File: config.mk
export PLATFORM = sky130hd
export DESIGN_NAME = serial_adder_ctrl
export DESIGN_NICKNAME = d
export VERILOG_FILES = /design/src/rtl/serial_adder_ctrl_pkg.sv /design/src/rtl/serial_adder_ctrl_fa_bit.sv /design/src/rtl/serial_adder_ctrl.sv
export SDC_FILE = /design/constraint.sdc
export NUM_CORES = 1
export LEC_CHECK = 0
export ABC_AREA = 1
export CAP_MARGIN = 10
export CORE_MARGIN = 2
export CORE_UTILIZATION = 30
export DETAILED_ROUTE_END_ITERATION = 12
export PLACE_DENSITY_LB_ADDON = 0.1
export SYNTH_ARGS = -nofsm -noshare
export SYNTH_HDL_FRONTEND = slang
export SYNTH_SLANG_ARGS = --single-unit
File: constraint.sdc
create_clock -name CLK -period 1.25 [get_ports CLK]
set_input_delay 0.1875 -clock CLK [delete_from_list [all_inputs] [get_ports CLK]]
set_output_delay 0.1875 -clock CLK [all_outputs]
set_load 0.01 [all_outputs]
File: src/rtl/serial_adder_ctrl_pkg.sv
// Shared definitions for the bit-serial adder: FSM state encoding and the
// carry-majority helper used by the full-adder cell.
package serial_adder_ctrl_pkg;

  typedef enum logic [1:0] {
    ST_IDLE  = 2'b00,
    ST_SHIFT = 2'b01,
    ST_DONE  = 2'b10
  } state_t;

  function automatic logic majority(input logic a, input logic b, input logic c);
    return (a & b) | (a & c) | (b & c);
  endfunction

endpackage

File: src/rtl/serial_adder_ctrl_fa_bit.sv
// Purely combinational 1-bit full adder; the only arithmetic cell of the
// serial adder, reused once per bit.
module fa_bit
  import serial_adder_ctrl_pkg::*;
(
  input  logic A,
  input  logic B,
  input  logic Ci,
  output logic S,
  output logic Co
);

  assign S  = A ^ B ^ Ci;
  assign Co = majority(A, B, Ci);

endmodule

File: src/rtl/serial_adder_ctrl.sv
// Bit-serial adder sequencer: one full-adder cell walks the operands LSB
// first over WIDTH cycles, then pulses Done with {Cout, Sum}.
module serial_adder_ctrl
  import serial_adder_ctrl_pkg::*;
#(
  parameter int WIDTH = 8,
  parameter int CNT_W = $clog2(WIDTH + 1)
) (
  input  logic             CLK,
  input  logic             RESET,
  input  logic             Start,
  input  logic [WIDTH-1:0] DataA,
  input  logic [WIDTH-1:0] DataB,
  input  logic             Cin,
  output logic             Busy,
  output logic             Done,
  output logic [WIDTH-1:0] Sum,
  output logic             Cout
);

  state_t             state_r;
  state_t             next_state_s;
  logic [WIDTH-1:0]   sh_a_r;
  logic [WIDTH-1:0]   sh_b_r;
  logic [WIDTH-1:0]   sum_r;
  logic [CNT_W-1:0]   cnt_r;
  logic               carry_r;
  logic               cout_r;
  logic               busy_r;
  logic               done_r;
  logic               busy_nxt_s;
  logic               done_nxt_s;
  logic               last_bit_s;
  logic               fa_s;
  logic               fa_co;

  assign last_bit_s = (cnt_r == CNT_W'(WIDTH - 1));

  fa_bit u_fa (
    .A  (sh_a_r[0]),
    .B  (sh_b_r[0]),
    .Ci (carry_r),
    .S  (fa_s),
    .Co (fa_co)
  );

  // State register; an illegal encoding falls back to IDLE via next-state logic.
  always_ff @(posedge CLK or posedge RESET) begin
    if (RESET) begin
      state_r <= ST_IDLE;
    end else begin
      state_r <= next_state_s;
    end
  end

  // Next-state decode.
  always_comb begin
    next_state_s = ST_IDLE;
    case (state_r)
      ST_IDLE: begin
        if (Start) begin
          next_state_s = ST_SHIFT;
        end else begin
          next_state_s = ST_IDLE;
        end
      end
      ST_SHIFT: begin
        if (last_bit_s) begin
          next_state_s = ST_DONE;
        end else begin
          next_state_s = ST_SHIFT;
        end
      end
      ST_DONE: next_state_s = ST_IDLE;
      default: next_state_s = ST_IDLE;
    endcase
  end

  // Output decode from the upcoming state so Busy/Done can be registered.
  always_comb begin
    busy_nxt_s = 1'b0;
    done_nxt_s = 1'b0;
    case (next_state_s)
      ST_IDLE: begin
        busy_nxt_s = 1'b0;
        done_nxt_s = 1'b0;
      end
      ST_SHIFT: begin
        busy_nxt_s = 1'b1;
        done_nxt_s = 1'b0;
      end
      ST_DONE: begin
        busy_nxt_s = 1'b1;
        done_nxt_s = 1'b1;
      end
      default: begin
        busy_nxt_s = 1'b0;
        done_nxt_s = 1'b0;
      end
    endcase
  end

  // Datapath: operand capture, serial shift, carry, counter, result and flags.
  always_ff @(posedge CLK or posedge RESET) begin
    if (RESET) begin
      sh_a_r  <= '0;
      sh_b_r  <= '0;
      sum_r   <= '0;
      cnt_r   <= '0;
      carry_r <= 1'b0;
      cout_r  <= 1'b0;
      busy_r  <= 1'b0;
      done_r  <= 1'b0;
    end else begin
      busy_r <= busy_nxt_s;
      done_r <= done_nxt_s;
      case (state_r)
        ST_IDLE: begin
          if (Start) begin
            sh_a_r  <= DataA;
            sh_b_r  <= DataB;
            carry_r <= Cin;
            cnt_r   <= '0;
          end
        end
        ST_SHIFT: begin
          sum_r   <= {fa_s, sum_r[WIDTH-1:1]};
          carry_r <= fa_co;
          sh_a_r  <= {1'b0, sh_a_r[WIDTH-1:1]};
          sh_b_r  <= {1'b0, sh_b_r[WIDTH-1:1]};
          cnt_r   <= cnt_r + CNT_W'(1);
          // Cout only moves on the final bit so it holds between operations.
          if (last_bit_s) begin
            cout_r <= fa_co;
          end
        end
        default: begin
        end
      endcase
    end
  end

  assign Busy = busy_r;
  assign Done = done_r;
  assign Sum  = sum_r;
  assign Cout = cout_r;

endmodule
==> impl_metrics.ini <==
[status]
outcome = finished, violations left
violations = negative setup slack

[timing]
finalWorstPathRequiredPeriod_ns = 1.34
finClkSkew_ns = 0.00315
setup_viol = 1
max_slew_margin_pct = 83.6
maxSlewViolCount = 0
holdWs_ns = 0.243
grt_setup_unrepaired = true
worst_pin_slew_ns = 0.245
fin_setup_tns_ns = -0.0930
hold_violations = 0
final.setup.worst_slack_ns = -0.0930
max_freq_mhz = 745
timing.final.crit_share_pct = 107

[power]
leakage_nw = 0.990
power_mw = 4.33
ir_drop_mv = 0.530
powerDensity_nw_per_um2 = 2180

[die]
initial_core_util_pct = 31.0
die-area_um2 = 5460
die_w_um = 73.9
coreArea_um2 = 4720
fp.dieH_um = 73.9
row_count = 25
pin_count = 31

[setup_path]
crit_path_start = cnt_r[1]
cp.arrival_ns = 1.52
worst_ep_required_time_ns = 1.43
worstPathBufferInverterCount = 2
worstSetupStartpointType = flop
slowest_delay_ns = 0.38
endpoint_kind = flop
critPathSlowestCell = dfrtp_1
crit_top_cell = inv_1
regToRegStartpoint = cnt_r[1]
crit_family = adder cells
crit_chain = ha_2 > nand2_2 > nor2_1 > o21ai_1 > inv_1 > ha_1 > inv_1
path_max_fanout = 3
path_class = flop to flop

[finish]
final_cell_area_um2 = 1990
fillCellCount = 458
nets = 230
antenna_cells = 0
area_delta_synth_final_pct = 35.6
final_layout_size_suffix_gt1_share_pct = 11.6
multi_input_area_um2 = 552
ff_latch_area_um2 = 851

[placed_design]
place_congestion = 0.699
place_area_um2 = 1900
place_hpwl_um = 2150
io_buffers = 30

[global_route]
grt_pass1_wl_um = 5430
grt_overflow = 0
grt_pass1_vias = 1165
track_usage_pct = 13.3
grt_max_degree = 35
antenna_found_initial = 0

[synth]
synth.top_cell.area_share_pct = 58.1
yosysUniqueCellTypes = 16
syn-instance-count = 167
ys_top_cells_by_area = dfrtp_1, nand2_1, nand3_1
ys_seq_area_share_pct = 58.1
synth_nets = 190
syn_area_per_cell_um2 = 8.77
ys_warn_count = 0
netlist_area_um2 = 1470
ys_ff_latch = 34
yosys.area.top_type = dfrtp_1

[route]
antenna_left = 0
drt-pass1-iter-count = 4
wl_per_cell_um = 11.9
drt_iter0_drc = 90
num_vias = 1247
drc = 0
viasPerCell = 4.55
drt-total-wl_um = 3260

[clock_tree]
cts_max_path_buffers = 2
clock_latency_ns = 0.28
cts_root_buffer = clkbuf_8
clkTransAtPathRegs_ns = 0.06
cts_sinks = 34
cts_buffers = 5
cts_tree = built
cts_max_level = 2

[worst_hold_path]
hold_path_class = input port to asynchronous set/reset pin

[run]
cap_viol_max_count = 0
## cell type report
type / count / share of cell area, %
Multi-Input combinational cell: 117 / 27.8
Inverter: 8 / 1.51
Timing Repair Buffer: 41 / 19.8
Tap cell: 67 / 4.22
Clock buffer: 7 / 3.84
Sequential cell: 34 / 42.8
## flip-flops by register name, summed over array words and instances, names as in the netlist
name     cells
sh_a_r       8
carry_r      1
cnt_r        4
Done         1
state_r      2
sh_b_r       8
Busy         1
Sum          8
Cout         1
## power breakdown
group          internal [mW]  total, mW  leakage [nW]  switching [mW]
combinational          0.784       1.77         0.515           0.982
sequential              1.54       1.82         0.436           0.276
clock                  0.383      0.744        0.0383           0.361
## cell usage in the layout, fill, tap and decap left out
| cell | n |
|---|---|
| o21ai_0 | 2 |
| dlygate4sd2_1 | 11 |
| nand4_1 | 1 |
| nor2_4 | 1 |
| nand2_1 | 61 |
| ha_1 | 1 |
| nor2_1 | 2 |
| dfrtp_1 | 34 |
| fa_1 | 1 |
| buf_4 | 9 |
| nor2_2 | 1 |
| inv_1 | 6 |
| clkbuf_8 | 5 |
| inv_2 | 2 |
| nand3_1 | 39 |
| ha_2 | 1 |
| o21ai_1 | 4 |
| clkdlybuf4s50_1 | 19 |
| buf_12 | 2 |
| clkbuf_1 | 2 |
| nand2_2 | 3 |
## per-stage QoR
stage	std cells	util [%]	worst slack, ns
after floorplan	167	-	-0.0332
after global placement	265	40.3	-0.144
after detailed placement	265	40.3	-0.185
after CTS	272	41.7	-0.0766
after global routing	274	42.1	-0.162
final	274	42.1	-0.0930
## layer usage
| layer | global-route usage [%] | up-vias | wire length (um) |
|---|---|---|---|
| met2 | 19.5 | 40 | 1530 |
| met3 | 5.21 | 4 | 174 |
| met1 | 17.9 | 586 | 1520 |
| li1 | - | 617 | - |
| met5 | 0 | - | 0 |
| met4 | 4.65 | 0 | 25 |
## kinds of logic after synthesis
group	synth area share [%]
simple gates	32.0
flops	58.1
buf+inv	4.78
compound gates	2.05
fa+ha+maj	3.07
## what timing repair did
action	in CTS	in global routing
gates resized for setup	12	1
setup buffers	0	2
hold buffers	0	0
setup endpoints to repair	12	3
pin swaps	1	0
## synthesized netlist by cell type
cell type  instances
nand2_1           62
fa_1               1
o21ai_1            4
o21ai_0            2
nand4_1            1
nor2_1             3
ha_1               2
inv_2              2
dfrtp_1           34
nand3_1           39
nand2_2            2
buf_2              5
buf_4              1
clkbuf_1           2
inv_1              6
nor2_4             1
## path summary, 6_finish.rpt
| kind | depth (start not counted) | end | slack, ns |
|---|---|---|---|
| worst max-delay path | 7 | Busy | -0.09 |
| worst min-delay path | 3 | Sum[3] | 0.24 |
| worst max register to register | 7 | Busy | -0.09 |
| worst min register to register | 2 | Sum[0] | 0.49 |
| max in group asynchronous | 3 | sh_b_r[5] | 0.83 |
| min in group CLK | 3 | sh_a_r[7] | 0.45 |
## worst reg2reg max path, cell delays in order, from the launching register on
cell,delay [ns]
dfrtp_1,0.38
ha_2,0.21
nand2_2,0.08
nor2_1,0.04
o21ai_1,0.16
inv_1,0.07
ha_1,0.27
inv_1,0.04
Power figures use the tool's default switching activity.
